[src/rtl/store_commit_queue_if.sv]
// Store commit queue bus: dispatch allocation, FU Mem fill, ROB commit/flush,
// load disambiguation query and the drained-store output towards data memory.
interface store_commit_queue_if #(
    parameter int ROB_BITS = 5
);
    typedef struct packed {
        logic [31:0]         addr;
        logic [31:0]         ps2_data;
        logic                sw_sh_signal;
        logic [ROB_BITS-1:0] rob_tag;
    } lsq_t;

    // Allocation is a valid/ready transfer: one store enters when alloc_valid
    // is high at a rising edge while alloc_ready is high (or the queue is full
    // but its head drains in that same cycle). fill, commit and flush are
    // one-cycle commands with no back-pressure. store_wb is a one-cycle strobe
    // with no ready: lsq_out is meaningful only while store_wb is high.
    logic                alloc_valid;
    logic [ROB_BITS-1:0] alloc_rob;
    logic                alloc_is_sh;
    logic                alloc_ready;
    logic                fill_valid;
    logic [ROB_BITS-1:0] fill_rob;
    logic [31:0]         fill_addr;
    logic [31:0]         fill_data;
    logic                commit_valid;
    logic [ROB_BITS-1:0] commit_rob;
    logic                flush;
    logic [ROB_BITS-1:0] rob_head;
    logic                ld_check;
    logic [ROB_BITS-1:0] ld_rob;
    logic [31:0]         ld_addr;
    logic                load_mem;
    logic                store_wb;
    lsq_t                lsq_out;
    logic                empty;

    modport master (
        output alloc_valid, alloc_rob, alloc_is_sh, fill_valid, fill_rob, fill_addr,
               fill_data, commit_valid, commit_rob, flush, rob_head, ld_check, ld_rob,
               ld_addr,
        input  alloc_ready, load_mem, store_wb, lsq_out, empty
    );

    modport slave (
        input  alloc_valid, alloc_rob, alloc_is_sh, fill_valid, fill_rob, fill_addr,
               fill_data, commit_valid, commit_rob, flush, rob_head, ld_check, ld_rob,
               ld_addr,
        output alloc_ready, load_mem, store_wb, lsq_out, empty
    );
endinterface

[src/rtl/store_commit_queue.sv]
// In-order store buffer: allocate at dispatch, fill from FU Mem, commit from
// the ROB, drain committed head stores to memory, and grant non-aliasing loads.
module store_commit_queue #(
    parameter int DEPTH    = 8,
    parameter int ROB_BITS = 5,
    localparam int PTR_W   = $clog2(DEPTH)
) (
    input  logic             clk,
    input  logic             reset_n,
    store_commit_queue_if.slave bus,
    output logic [PTR_W:0]   dbg_count_o,
    output logic [PTR_W-1:0] dbg_head_o,
    output logic [PTR_W-1:0] dbg_tail_o
);
    logic [DEPTH-1:0]    valid_q, valid_d;
    logic [DEPTH-1:0]    addr_ok_q, addr_ok_d;
    logic [DEPTH-1:0]    committed_q, committed_d;
    logic [DEPTH-1:0]    is_sh_q, is_sh_d;
    logic [ROB_BITS-1:0] rob_q  [DEPTH];
    logic [ROB_BITS-1:0] rob_d  [DEPTH];
    logic [31:0]         addr_q [DEPTH];
    logic [31:0]         addr_d [DEPTH];
    logic [31:0]         data_q [DEPTH];
    logic [31:0]         data_d [DEPTH];

    logic [PTR_W-1:0]    head_q, head_d, tail_q, tail_d;
    logic [PTR_W:0]      count_q, count_d;
    logic [PTR_W:0]      keep;
    logic [PTR_W-1:0]    idx;
    logic                found;
    logic                drain, alloc_fire;

    logic                store_wb_q;
    logic [31:0]         lsq_addr_q, lsq_data_q;
    logic                lsq_sh_q;
    logic [ROB_BITS-1:0] lsq_rob_q;

    logic [DEPTH-1:0]    blocks;
    logic                unused_ld_lsb;

    assign drain      = valid_q[head_q] && committed_q[head_q] && addr_ok_q[head_q];
    // A full queue may still accept when its head drains this cycle.
    assign alloc_fire = bus.alloc_valid && !bus.flush && ((count_q != DEPTH[PTR_W:0]) || drain);

    always_comb begin
        valid_d     = valid_q;
        addr_ok_d   = addr_ok_q;
        committed_d = committed_q;
        is_sh_d     = is_sh_q;
        rob_d       = rob_q;
        addr_d      = addr_q;
        data_d      = data_q;
        keep        = count_q;
        found       = 1'b0;
        idx         = '0;

        for (int i = 0; i < DEPTH; i++) begin
            if (bus.fill_valid && valid_q[i] && rob_q[i] == bus.fill_rob) begin
                addr_d[i]    = bus.fill_addr;
                data_d[i]    = bus.fill_data;
                addr_ok_d[i] = 1'b1;
            end
            if (bus.commit_valid && valid_q[i] && rob_q[i] == bus.commit_rob)
                committed_d[i] = 1'b1;
        end

        // Commits are contiguous from head, so the first uncommitted slot is the new tail.
        if (bus.flush) begin
            for (int k = 0; k < DEPTH; k++) begin
                idx = head_q + PTR_W'(k);
                if (!found && (PTR_W + 1)'(k) < count_q && !committed_d[idx]) begin
                    keep  = (PTR_W + 1)'(k);
                    found = 1'b1;
                end
            end
            for (int i = 0; i < DEPTH; i++)
                if (!committed_d[i]) valid_d[i] = 1'b0;
        end

        if (drain) begin
            valid_d[head_q]     = 1'b0;
            committed_d[head_q] = 1'b0;
            addr_ok_d[head_q]   = 1'b0;
        end

        if (alloc_fire) begin
            valid_d[tail_q]     = 1'b1;
            addr_ok_d[tail_q]   = 1'b0;
            committed_d[tail_q] = 1'b0;
            is_sh_d[tail_q]     = bus.alloc_is_sh;
            rob_d[tail_q]       = bus.alloc_rob;
        end
    end

    always_comb begin
        head_d = head_q + PTR_W'(drain);
        if (bus.flush) begin
            tail_d  = head_q + keep[PTR_W-1:0];
            count_d = keep - (PTR_W + 1)'(drain);
        end else begin
            tail_d  = tail_q + PTR_W'(alloc_fire);
            count_d = count_q + (PTR_W + 1)'(alloc_fire) - (PTR_W + 1)'(drain);
        end
    end

    always_ff @(posedge clk or negedge reset_n) begin
        if (!reset_n) begin
            valid_q     <= '0;
            addr_ok_q   <= '0;
            committed_q <= '0;
            is_sh_q     <= '0;
            for (int i = 0; i < DEPTH; i++) begin
                rob_q[i]  <= '0;
                addr_q[i] <= '0;
                data_q[i] <= '0;
            end
            head_q      <= '0;
            tail_q      <= '0;
            count_q     <= '0;
            store_wb_q  <= 1'b0;
            lsq_addr_q  <= '0;
            lsq_data_q  <= '0;
            lsq_sh_q    <= 1'b0;
            lsq_rob_q   <= '0;
        end else begin
            valid_q     <= valid_d;
            addr_ok_q   <= addr_ok_d;
            committed_q <= committed_d;
            is_sh_q     <= is_sh_d;
            rob_q       <= rob_d;
            addr_q      <= addr_d;
            data_q      <= data_d;
            head_q      <= head_d;
            tail_q      <= tail_d;
            count_q     <= count_d;
            store_wb_q  <= drain;
            if (drain) begin
                lsq_addr_q <= addr_q[head_q];
                lsq_data_q <= data_q[head_q];
                lsq_sh_q   <= is_sh_q[head_q];
                lsq_rob_q  <= rob_q[head_q];
            end
        end
    end

    // Ages are distances from the ROB head, so tag wrap-around orders correctly.
    always_comb begin
        for (int i = 0; i < DEPTH; i++) begin
            blocks[i] = valid_q[i]
                && (ROB_BITS'(rob_q[i] - bus.rob_head) < ROB_BITS'(bus.ld_rob - bus.rob_head))
                && (!addr_ok_q[i] || addr_q[i][31:2] == bus.ld_addr[31:2]);
        end
    end

    assign unused_ld_lsb   = ^bus.ld_addr[1:0];
    assign bus.load_mem    = bus.ld_check && (blocks == '0);
    assign bus.alloc_ready = (count_q != DEPTH[PTR_W:0]);
    assign bus.empty       = (count_q == '0);
    assign bus.store_wb    = store_wb_q;
    assign bus.lsq_out     = {lsq_addr_q, lsq_data_q, lsq_sh_q, lsq_rob_q};
    assign dbg_count_o     = count_q;
    assign dbg_head_o      = head_q;
    assign dbg_tail_o      = tail_q;
endmodule
[src/flat_wrapper.sv]
// flat-port wrapper written by rule: the top's interface ports become plain ports
module store_commit_queue_flat 
#(
    parameter int DEPTH    = 8,
    parameter int ROB_BITS = 5,
    localparam int PTR_W   = $clog2(DEPTH)
)
  (clk, reset_n, dbg_count_o, dbg_head_o, dbg_tail_o, bus_alloc_valid, bus_alloc_rob, bus_alloc_is_sh, bus_fill_valid, bus_fill_rob, bus_fill_addr, bus_fill_data, bus_commit_valid, bus_commit_rob, bus_flush, bus_rob_head, bus_ld_check, bus_ld_rob, bus_ld_addr, bus_alloc_ready, bus_load_mem, bus_store_wb, bus_lsq_out, bus_empty);
  store_commit_queue_if #(.ROB_BITS(ROB_BITS)) bus_i ();
  input  logic clk;
  input  logic reset_n;
  output logic [PTR_W:0] dbg_count_o;
  output logic [PTR_W-1:0] dbg_head_o;
  output logic [PTR_W-1:0] dbg_tail_o;
  input wire logic [$bits(bus_i.alloc_valid)-1:0] bus_alloc_valid;
  input wire logic [$bits(bus_i.alloc_rob)-1:0] bus_alloc_rob;
  input wire logic [$bits(bus_i.alloc_is_sh)-1:0] bus_alloc_is_sh;
  input wire logic [$bits(bus_i.fill_valid)-1:0] bus_fill_valid;
  input wire logic [$bits(bus_i.fill_rob)-1:0] bus_fill_rob;
  input wire logic [$bits(bus_i.fill_addr)-1:0] bus_fill_addr;
  input wire logic [$bits(bus_i.fill_data)-1:0] bus_fill_data;
  input wire logic [$bits(bus_i.commit_valid)-1:0] bus_commit_valid;
  input wire logic [$bits(bus_i.commit_rob)-1:0] bus_commit_rob;
  input wire logic [$bits(bus_i.flush)-1:0] bus_flush;
  input wire logic [$bits(bus_i.rob_head)-1:0] bus_rob_head;
  input wire logic [$bits(bus_i.ld_check)-1:0] bus_ld_check;
  input wire logic [$bits(bus_i.ld_rob)-1:0] bus_ld_rob;
  input wire logic [$bits(bus_i.ld_addr)-1:0] bus_ld_addr;
  output wire logic [$bits(bus_i.alloc_ready)-1:0] bus_alloc_ready;
  output wire logic [$bits(bus_i.load_mem)-1:0] bus_load_mem;
  output wire logic [$bits(bus_i.store_wb)-1:0] bus_store_wb;
  output wire logic [$bits(bus_i.lsq_out)-1:0] bus_lsq_out;
  output wire logic [$bits(bus_i.empty)-1:0] bus_empty;
  assign bus_i.alloc_valid = bus_alloc_valid;
  assign bus_i.alloc_rob = bus_alloc_rob;
  assign bus_i.alloc_is_sh = bus_alloc_is_sh;
  assign bus_i.fill_valid = bus_fill_valid;
  assign bus_i.fill_rob = bus_fill_rob;
  assign bus_i.fill_addr = bus_fill_addr;
  assign bus_i.fill_data = bus_fill_data;
  assign bus_i.commit_valid = bus_commit_valid;
  assign bus_i.commit_rob = bus_commit_rob;
  assign bus_i.flush = bus_flush;
  assign bus_i.rob_head = bus_rob_head;
  assign bus_i.ld_check = bus_ld_check;
  assign bus_i.ld_rob = bus_ld_rob;
  assign bus_i.ld_addr = bus_ld_addr;
  assign bus_alloc_ready = bus_i.alloc_ready;
  assign bus_load_mem = bus_i.load_mem;
  assign bus_store_wb = bus_i.store_wb;
  assign bus_lsq_out = bus_i.lsq_out;
  assign bus_empty = bus_i.empty;
  store_commit_queue #(.DEPTH(DEPTH), .ROB_BITS(ROB_BITS)) u_core (.clk(clk), .reset_n(reset_n), .bus(bus_i), .dbg_count_o(dbg_count_o), .dbg_head_o(dbg_head_o), .dbg_tail_o(dbg_tail_o));
endmodule
[config.mk]
export PLATFORM = sky130hd
export DESIGN_NAME = store_commit_queue_flat
export DESIGN_NICKNAME = d
export VERILOG_FILES = /design/src/rtl/store_commit_queue_if.sv /design/src/rtl/store_commit_queue.sv /design/src/flat_wrapper.sv
export SDC_FILE = /design/constraint.sdc
export NUM_CORES = 1
export LEC_CHECK = 0
export ABC_AREA = 1
export CAP_MARGIN = 20
export CORE_MARGIN = 2
export CORE_UTILIZATION = 35
export CTS_CLUSTER_SIZE = 14
export DETAILED_ROUTE_END_ITERATION = 7
export GPL_ROUTABILITY_DRIVEN = 0
export SLEW_MARGIN = 30
export SYNTH_ARGS = -nofsm -noshare
export SYNTH_HDL_FRONTEND = slang
export SYNTH_SLANG_ARGS = --single-unit
[constraint.sdc]
create_clock -name clk -period 5 [get_ports clk]
set_input_delay 1 -clock clk [delete_from_list [all_inputs] [get_ports clk]]
set_output_delay 1 -clock clk [all_outputs]
set_load 0.02 [all_outputs]
# Yosys cells after proc, flatten, opt, wreduce, memory -nomap -nowiden

Cells that the tools add are included.

Flip-flop bits (word level): 665
Output and inout bits: 84
Word-level logic and storage cells: 326

Reductions and logical operators: 106
Add/sub/neg operators: 22
Muxes and demuxes: 97
Bitwise gates (word level): 10
Equal/unequal tests: 25
Magnitude comparators: 30

Operator list:

| kind                                                        | number |
|---|---|
| == test 30 bit                                              | 8 |
| binary-select mux 32 bit (select 3 bit)                     | 2 |
| 2-to-1 mux 32 bit                                           | 4 |
| == test 5 bit                                               | 16 |
| logical AND 1 bit                                           | 71 |
| 2-to-1 mux 8 bit                                            | 7 |
| 2-to-1 mux 1 bit                                            | 52 |
| subtractor 5 bit                                            | 9 |
| bitwise AND 8 bit                                           | 5 |
| bitwise mux 40 bit                                          | 1 |
| less-than comparator 5 bit                                  | 8 |
| 2-to-1 mux 4 bit                                            | 10 |
| binary-select mux 1 bit (select 3 bit)                      | 12 |
| less-than comparator 3 x 4 -> 1 bit (second input constant) | 9 |
| zero test 1 bit                                             | 24 |
| less-than comparator 3 x 4 -> 1 bit (first input constant)  | 4 |
| inverter 8 bit                                              | 2 |
| binary-select mux 5 bit (select 3 bit)                      | 1 |
| demux 5 bit (select 3 bit)                                  | 1 |
| 2-to-1 mux 5 bit                                            | 3 |
| adder 3 bit (second input constant)                         | 4 |
| logical OR 1 bit                                            | 9 |
| bitwise mux 8 bit                                           | 1 |
| >= comparator 4 bit (second input constant)                 | 2 |
| 17 further kinds                                            | 25 |

# Longest topological paths before layout

Gate-level depths: netlist (run 1).

Depth in word-level cells: 46
Gate-level depth with buffers: 28

# Least setup slack after synthesis (run 1)

No wires, ideal clock.

Path type: in2out
Start: input bus_rob_head[1]
End: output bus_load_mem
Arrival time: 3.671 ns
Data required time: 4.000 ns
Setup slack: 0.329 ns
Stages: 14
Path buffers: 0
Cell sequence: inv_1 -> ha_1 -> nand3_1 -> nand2_1 -> xnor2_1 -> ha_1 -> nand2_1 -> o21ai_0 -> a21oi_1 -> nand3_1 -> o41ai_1 -> nor2_1 -> nand3_1 -> nor3_1

Longest elaborated chain between the ends: 6
Elaborated cells between the ends (all ways): 35

Ends and longest elaborated chain:

| what                       | line                      | RTL |
|---|---|---|
| from (decl)                | flat_wrapper.sv:25        | `input wire logic [$bits(bus_i.rob_head)-1:0] bus_rob_head;` |
| subtractor 5 bit           | store_commit_queue.sv:150 | `&& (ROB_BITS'(rob_q[i] - bus.rob_head) < ROB_BITS'(bus.ld_rob - bus.rob_head))` |
| less-than comparator 5 bit | store_commit_queue.sv:150 |  |
| logical AND 1 bit          | store_commit_queue.sv:150 |  |
| logical AND 1 bit          | store_commit_queue.sv:151 | `&& (!addr_ok_q[i] \|\| addr_q[i][31:2] == bus.ld_addr[31:2]);` |
| zero test 8 bit *          | store_commit_queue.sv:156 | `assign bus.load_mem = bus.ld_check && (blocks == '0);` |
| logical AND 1 bit *        | store_commit_queue.sv:156 |  |
| to (decl)                  | flat_wrapper.sv:30        | `output wire logic [$bits(bus_i.load_mem)-1:0] bus_load_mem;` |

Mark *: on every way between the ends. The rest lies on a longest branch, timed or not.

# Final worst setup path (run 1)

Start: input bus_rob_head[3]
End: output bus_load_mem

The elaborated chain is that of the path after synthesis.

==> summary.md, run 1 <==
| Metric | Value |
|---|---|
| Hpwl dp | 79500 um |
| Grt total ovfl | 0 |
| Period minus WS final | 4.84 ns |
| Pre-CTS setup slack | -0.558 ns |
| Slew Viols, Final | 0 |
| Iteration-0 DRC Markers | 3370 |
| Syn Nets | 4737 |
| Clock Tree Buf Depth | 3 |
| Initial antenna violation count | 4 |
| Avg WL per Cell | 20.1 um |
| Cts bufs inserted | 78 |
| Worst Skew | 0.0293 ns |
| Skew-Pair Late Insertion Delay | 0.67 ns |
| Status | finished clean |
| Ys Warns | 0 |
| Remaining DRCs | 0 |
| Starting density of the core | 35.4% |
| CP Launch Type | primary input |
| Total GRT Usage | 23.5% |
| FF-to-FF setup slack | 1.15 ns |
| Layout cell share with drive strength beyond 1 | 9.35% |
| Total Routed Length | 123000 um |
| Critical path capture point type | output pin |
| Yosys reg bits | 665 |
| IO buf count | 210 |
| Setup TNS | 0 ns |
| Final setup fails | 0 |
| Hold slack | 0.420 ns |
| Ys async rst share | 100% |
| I/O Pins | 213 |
| Min-delay worst type | in2async |
| CTS Sinks | 665 |
| Worst path required time | 4.00 ns |
| Fillcell total | 10200 |
| Vias | 32600 |
| H-tree levels | 3 |
| # hold bufs at CTS | 0 |
| Reg clk slew, reported paths | 0.06 ns |
| FF-to-FF End | u_core.dbg_tail_o[2]$_DFF_PN0_ |
| R2r startpoint | u_core.dbg_head_o[0]$_DFF_PN0_ |
| Final Hold Viols | 0 |
| Largest net degree at the start of global routing | 130 |
| Die area | 104000 um^2 |
| Area Growth Syn to Fin | 20.3% |
| Vias in the first global route | 30700 |
| Rows | 116 |
| DR pass1 iterations | 8 |
| Mean post-synth cell area | 7.90 um^2 |
| Synth cell types | 52 |
| Number of flops mapped to enable cells by yosys | 0 |
| Sequential fraction of the synthesis area | 46.7% |
| Final #Nets | 4912 |
| Fmax | 0.206 GHz |
| Top FF cell, synth | dfrtp_1 |
| Crit path DAT | 3.84 ns |
| Synth Instances | 4509 |
| Leakage | 19.3 nW |
| Core box area | 100000 um^2 |
| Max-Cap Viols | 0 |
| Via-to-Cell Ratio | 5.33 |
| Setup slack after layout | 0.157 ns |
| Crit-path max FO | 3 |
| Crit Path Class | in2out |
| Non-filler cells, final | 6104 |
| Core Util, Final | 42.7% |
| PwrDens | 409 nW/um^2 |
| Worst setup path start | bus_rob_head[3] |
| Die W | 323 um |
| R2R cell count | 17 |
| Global-route wire length before repair | 189000 um |
| Die H | 323 um |
| Root Buffer | clkbuf_16 |
| Post-Syn Area | 35600 um^2 |
| Post-route ant nets | 0 |
| Worst slew pin tran | 0.977 ns |
| Dpl cells | 5959 |
| Slew Limit Headroom | 34.8% |
| Peak supply drop | 0.235 mV |
| Final Cycle Share | 96.9% |
| ANT cells | 0 |
| CTS tree | done |
metrics by stage:
step                      power, mW  instance area, um^2
after floorplan                9.83                35600
after global placement         11.4                40000
after detailed placement       11.5                40000
after CTS                      17.5                42700
after global routing           18.6                42800
final                          17.5                42800
power by group:
group	leakage (nW)	switching [mW]	internal, mW
Sequential	9.15	0.910	6.21
Clock	1.32	2.43	3.50
Combinational	8.88	2.54	1.92
Total	19.3	5.87	11.6
cell usage after synthesis, types with 3 or more instances:
cell	instances	area, um^2
dfrtp_1	665	16600
ha_1	88	1100
o21ai_1	5	25.0
buf_2	12	60.1
a2111oi_0	3	26.3
clkbuf_1	261	980
inv_2	7	26.3
o21ai_0	887	4440
fa_1	11	220
buf_1	10	37.5
xor2_1	59	517
inv_1	260	976
a21oi_1	139	696
or2_2	61	382
a31oi_1	57	357
nand3_1	147	736
nor2_1	340	1280
o211ai_1	12	90.1
nand2_1	1089	4090
nand4_1	53	332
xnor2_1	98	858
o2111ai_1	17	149
a221oi_1	8	70.1
nor3_2	3	30.0
nor2_2	7	43.8
nor3_1	8	40.0
nand2_2	3	18.8
clkinv_1	5	18.8
nand3_2	11	110
buf_4	3	22.5
o22ai_1	120	751
inv_4	3	18.8
buf_6	4	45.0
nor4_1	28	175
o41ai_1	3	26.3
layer usage:
metal  up-vias  track usage [%]  wire length (um)
met5         -                0                25
met2      1094             37.1             55800
met3       192             3.63              8100
li1      15400                -                 -
met1     15800             33.1             55500
met4         4             7.09              3430
worst max-delay path, stage by stage:
cell and delay, ns:
clkdlybuf4s50_1 0.41, inv_1 0.13, ha_2 0.33, a21oi_2 0.20, nand2_4 0.09, xnor2_4 0.15, buf_6 0.15, buf_4 0.13
ha_4 0.26, nand2_2 0.05, o2111ai_1 0.19, nor2_1 0.06, nor2_1 0.15, nand3_1 0.11, nor3_2 0.24, buf_4 0.19
placed cells by master, fill, tap and decap left out, types with 8 or more instances in the layout:
cell type	count
o22ai_1	120
nand3_1	144
a21oi_1	136
a31oi_1	57
inv_2	10
nand2_1	1085
o21ai_0	885
clkdlybuf4s50_1	206
xor2_1	59
clkbuf_16	79
ha_1	84
buf_12	26
o211ai_1	12
clkbuf_8	24
dfrtp_1	662
nand3_2	12
clkbuf_1	14
nand4_1	53
a221oi_1	8
buf_4	146
o2111ai_1	12
fa_1	9
nor4_1	28
clkinv_2	12
or2_2	61
xnor2_1	96
inv_1	255
nor2_1	340
cells by family (layout without fill, tap and decap cells):
family / Yosys count / after routing / share of synthesized area, %
adders and majority gates: 99 / 99 / 3.71
xor gates and xnor gates: 157 / 157 / 3.86
AOI/OAI and AO/OA: 1262 / 1262 / 18.9
and+or+nand+nor: 1758 / 1758 / 20.6
muxes: 1 / 1 / 0.0281
DFF: 665 / 665 / 46.7
buffers and inverters: 567 / 805 / 6.19
what timing repair did:
item                       in CTS  in global routing
setup buffers                   1                  0
setup endpoints to repair       1                  1
resized for setup              14                 21
pin swaps                       4                 10
cell type report:
cell class / count / area, um^2 / area share [%]
Multi-Input combinational cell: 3277 / 17000 / 39.7
Sequential cell: 665 / 16700 / 38.9
Timing Repair Buffer: 385 / 3760 / 8.79
Clock buffer: 117 / 2360 / 5.51
Tap cell: 1357 / 1700 / 3.96
Inverter: 277 / 1070 / 2.49
Clock inverter: 26 / 304 / 0.710
how the worst max path moves through the flow:
stage	slack [ns]	cells after the start	end
4_1_cts	0.004	16	bus_load_mem
5_1_grt	-0.01	18	bus_load_mem
2_1_floorplan	0.33	14	bus_load_mem
3_5_place_dp	-0.56	18	bus_load_mem
3_3_place_gp	-0.49	16	bus_load_mem
6_report	0.16	16	bus_load_mem
registers in the layout, summed over array words and instances, names as in the netlist, 8 cells and up:
name                flops
u_core.data_q         256
u_core.is_sh_q          8
u_core.rob_q           40
u_core.addr_ok_q        8
u_core.lsq_addr_q      32
u_core.addr_q         256
u_core.valid_q          8
u_core.lsq_data_q      32
u_core.committed_q      8
Note: power is estimated with default switching activity, not from simulation.
==> inputs of run 2 (changes only) <==
--- a/config.mk
+++ b/config.mk
@@ -7,7 +7,6 @@
 export LEC_CHECK = 0
 export ABC_AREA = 1
 export CAP_MARGIN = 20
-export CORE_MARGIN = 2
 export CORE_UTILIZATION = 35
 export CTS_CLUSTER_SIZE = 14
 export DETAILED_ROUTE_END_ITERATION = 7
==> summary.md, run 2 (synthesis results as in run 1) <==
| Metric | Value |
|---|---|
| CTS tree | done (unchanged) |
| Cts bufs inserted | 79 (was 78) |
| Final #Nets | 4916 (was 4912) |
| CP cell instances | clkdlybuf4s50_1 > inv_1 > buf_4 > fa_1 > nand3_1 > nand2_1 > xor2_1 > ha_1 > a21oi_1 > o21ai_0 > o41ai_1 > nor2_1 > nand3_1 > nor3_2 > buf_4 (was clkdlybuf4s50_1 > inv_1 > ha_2 > a21oi_2 > nand2_4 > xnor2_4 > buf_6 > buf_4 > ha_4 > nand2_2 > o2111ai_1 > nor2_1 > nor2_1 > nand3_1 > nor3_2 > buf_4) |
| Final Cycle Share | 96.8% (was 96.9%) |
| Hpwl dp | 79500 um (about the same) |
| Max-Cap Viols | 0 (unchanged) |
| Crit path DAT | 3.84 ns (about the same) |
| Worst path required time | 4.00 ns (about the same) |
| Busiest grt layer | met2 (unchanged) |
| CP Launch Type | primary input (unchanged) |
| Commonest non-fill, non-tap cells in the layout | nand2_1 (1085), o21ai_0 (885), dfrtp_1 (662) (unchanged) |
| Total Power | 17.8 mW (was 17.5 mW) |
| Avg WL per Cell | 20.0 um (was 20.1 um) |
| Final setup fails | 0 (unchanged) |
| Worst Skew | 0.0386 ns (was 0.0293 ns) |
| Crit-path max FO | 5 (was 3) |
| Sw Share | 33.1% (was 33.6%) |
| Clock power frac | 34.9% (was 33.8%) |
| Status | finished clean (unchanged) |
| Slowest stage cell, crit path | clkdlybuf4s50_1 (unchanged) |
| Critical path capture point type | output pin (unchanged) |
| Rows | 116 (unchanged) |
| Hold slack | 0.228 ns (was 0.420 ns) |
| Met2 Usage GRT | 36.9% (was 37.1%) |
| Sequential share of power | 40.0% (was 40.7%) |
| Reg clk slew, reported paths | 0.06 ns (about the same) |
| Met1 usage | 32.9% (was 33.1%) |
| Period minus WS final | 4.84 ns (about the same) |
| Slew Limit Headroom | 37.3% (was 34.8%) |
| DR pass1 iterations | 6 (was 8) |
| Gate power share | 25.1% (was 25.5%) |
| Total Routed Length | 122000 um (was 123000 um) |
| Critical Path Max Stage Delay | 0.45 ns (was 0.41 ns) |
| Die area | 103000 um^2 (was 104000 um^2) |
| Area Growth Syn to Fin | 20.6% (was 20.3%) |
| PwrDens | 413 nW/um^2 (was 409 nW/um^2) |
| Layout cell share with drive strength beyond 1 | 9.15% (was 9.35%) |
| Starting density of the core | 35.4% (unchanged) |
| Fillcell total | 10200 (about the same) |
| Via-to-Cell Ratio | 5.32 (was 5.33) |
| Largest net degree at the start of global routing | 197 (was 130) |
| Skew-Pair Late Insertion Delay | 0.67 ns (about the same) |
| Vias in the first global route | 30800 (was 30700) |
| Core Util, Final | 42.8% (was 42.7%) |
| Die H | 321 um (was 323 um) |
| Leakage | 19.4 nW (was 19.3 nW) |
| Min-delay worst type | in2async (unchanged) |
| Die W | 321 um (was 323 um) |
| Psw | 5.87 mW (about the same) |
| Post-route ant nets | 0 (unchanged) |
| I/O Pins | 213 (unchanged) |
| Cell-internal power | 11.9 mW (was 11.6 mW) |
| Final Hold Viols | 0 (unchanged) |
| Remaining DRCs | 0 (unchanged) |
| Core box area | 100000 um^2 (unchanged) |
| Root Buffer | clkbuf_16 (unchanged) |
| RSZ-0062 raised after global routing | false |
| Setup TNS | 0 ns (unchanged) |
| Iteration-0 DRC Markers | 3582 (was 3370) |
| Grt total ovfl | 0 (unchanged) |
| H-tree levels | 3 (unchanged) |
| Slew Viols, Final | 0 (unchanged) |
| Crit Path Class | in2out (unchanged) |
| Fmax | 0.207 GHz (was 0.206 GHz) |
| Worst slew pin tran | 0.940 ns (was 0.977 ns) |
| Vias | 32500 (was 32600) |
| Global-route wire length before repair | 188000 um (was 189000 um) |
| Met3 Use GR | 4.70% (was 3.63%) |
| Clock Tree Buf Depth | 3 (unchanged) |
| CTS Sinks | 665 (unchanged) |
| IO buf count | 210 (unchanged) |
| Initial antenna violation count | 9 (was 4) |
| Commonest non-fill, non-tap cell in the layout | nand2_1 (unchanged) |
| Total GRT Usage | 23.6% (was 23.5%) |
| Peak supply drop | 0.285 mV (was 0.235 mV) |
| Top Registers | u_core.addr_q x256, u_core.data_q x256, u_core.rob_q x40 (unchanged) |
## run 2: worst paths after layout
path / from / to / slack, ns / cells after the start
max reg2reg: u_core.dbg_head_o[0]$_DFF_PN0_ / u_core.dbg_head_o[2]$_DFF_PN0_ / 1.33 / 10
min reg2reg: u_core.data_q[217]$_DFFE_PN0P_ / u_core.data_q[217]$_DFFE_PN0P_ / 0.48 / 2
max in group asynchronous: reset_n / u_core.addr_q[170]$_DFFE_PN0P_ / 3.41 / 3
max: bus_rob_head[1] / bus_load_mem / 0.16 / 15
min: reset_n / u_core.data_q[207]$_DFFE_PN0P_ / 0.23 / 1
min in group clk: u_core.data_q[217]$_DFFE_PN0P_ / u_core.data_q[217]$_DFFE_PN0P_ / 0.48 / 2
## run 2: power groups by stage
| stage | Combinational (mW) | Sequential [mW] | Clock (mW) |
|---|---|---|---|
| after floorplan | 2.94 | 6.89 | 0 |
| after global placement | 4.27 | 7.14 | 0 |
| after detailed placement | 4.37 | 7.16 | 0 |
| after CTS | 4.40 | 7.08 | 6.30 |
| after global routing | 5.09 | 7.20 | 6.51 |
| final | 4.45 | 7.11 | 6.19 |
## run 2: metrics by stage
stage / setup WS (ns) / std cells / area (um^2)
2_1_floorplan: 0.329 / 4509 / 35600
3_3_place_gp: -0.452 / 5962 / 40000
3_5_place_dp: -0.479 / 5962 / 40000
4_1_cts: 0.0494 / 6107 / 42800
5_1_grt: 0.00405 / 6109 / 42900
6_report: 0.160 / 6111 / 42900
## run 2: final cells by class
class | count | area [um^2] | area share, %
timing repair buffer | 388 | 3710 | 8.65
sequential | 665 | 16700 | 38.8
tap | 1357 | 1700 | 3.95
multi-input combinational | 3277 | 17000 | 39.5
clock inverter | 25 | 489 | 1.14
inverter | 277 | 1070 | 2.49
antenna | 2 | 5.00 | 0.0117
clock buffer | 120 | 2340 | 5.45
## run 2: repair_timing
item                                    CTS  global route
gates resized for setup                   8            16
endpoints found under the setup margin    1             1
pin swaps                                 0             6
endpoints found under the hold margin     0             0
buffers inserted                          0             1
hold buffers                              0             0
gates cloned                              0             0
## run 2: critical path: cells and delay by family
kind | cells | cell delay [ns]
buffers and inverters | 4 | 0.88
adders and majority gates | 2 | 0.79
AOI/OAI and AO/OA | 3 | 0.58
and+or+nand+nor | 5 | 0.43
xor gates and xnor gates | 1 | 0.14
## run 2: layer usage
metal,share of wire (%),up-vias
li1,-,15400
met5,0.079,-
met4,2.6,14
met1,44,15700
met2,45,1161
met3,7.7,190
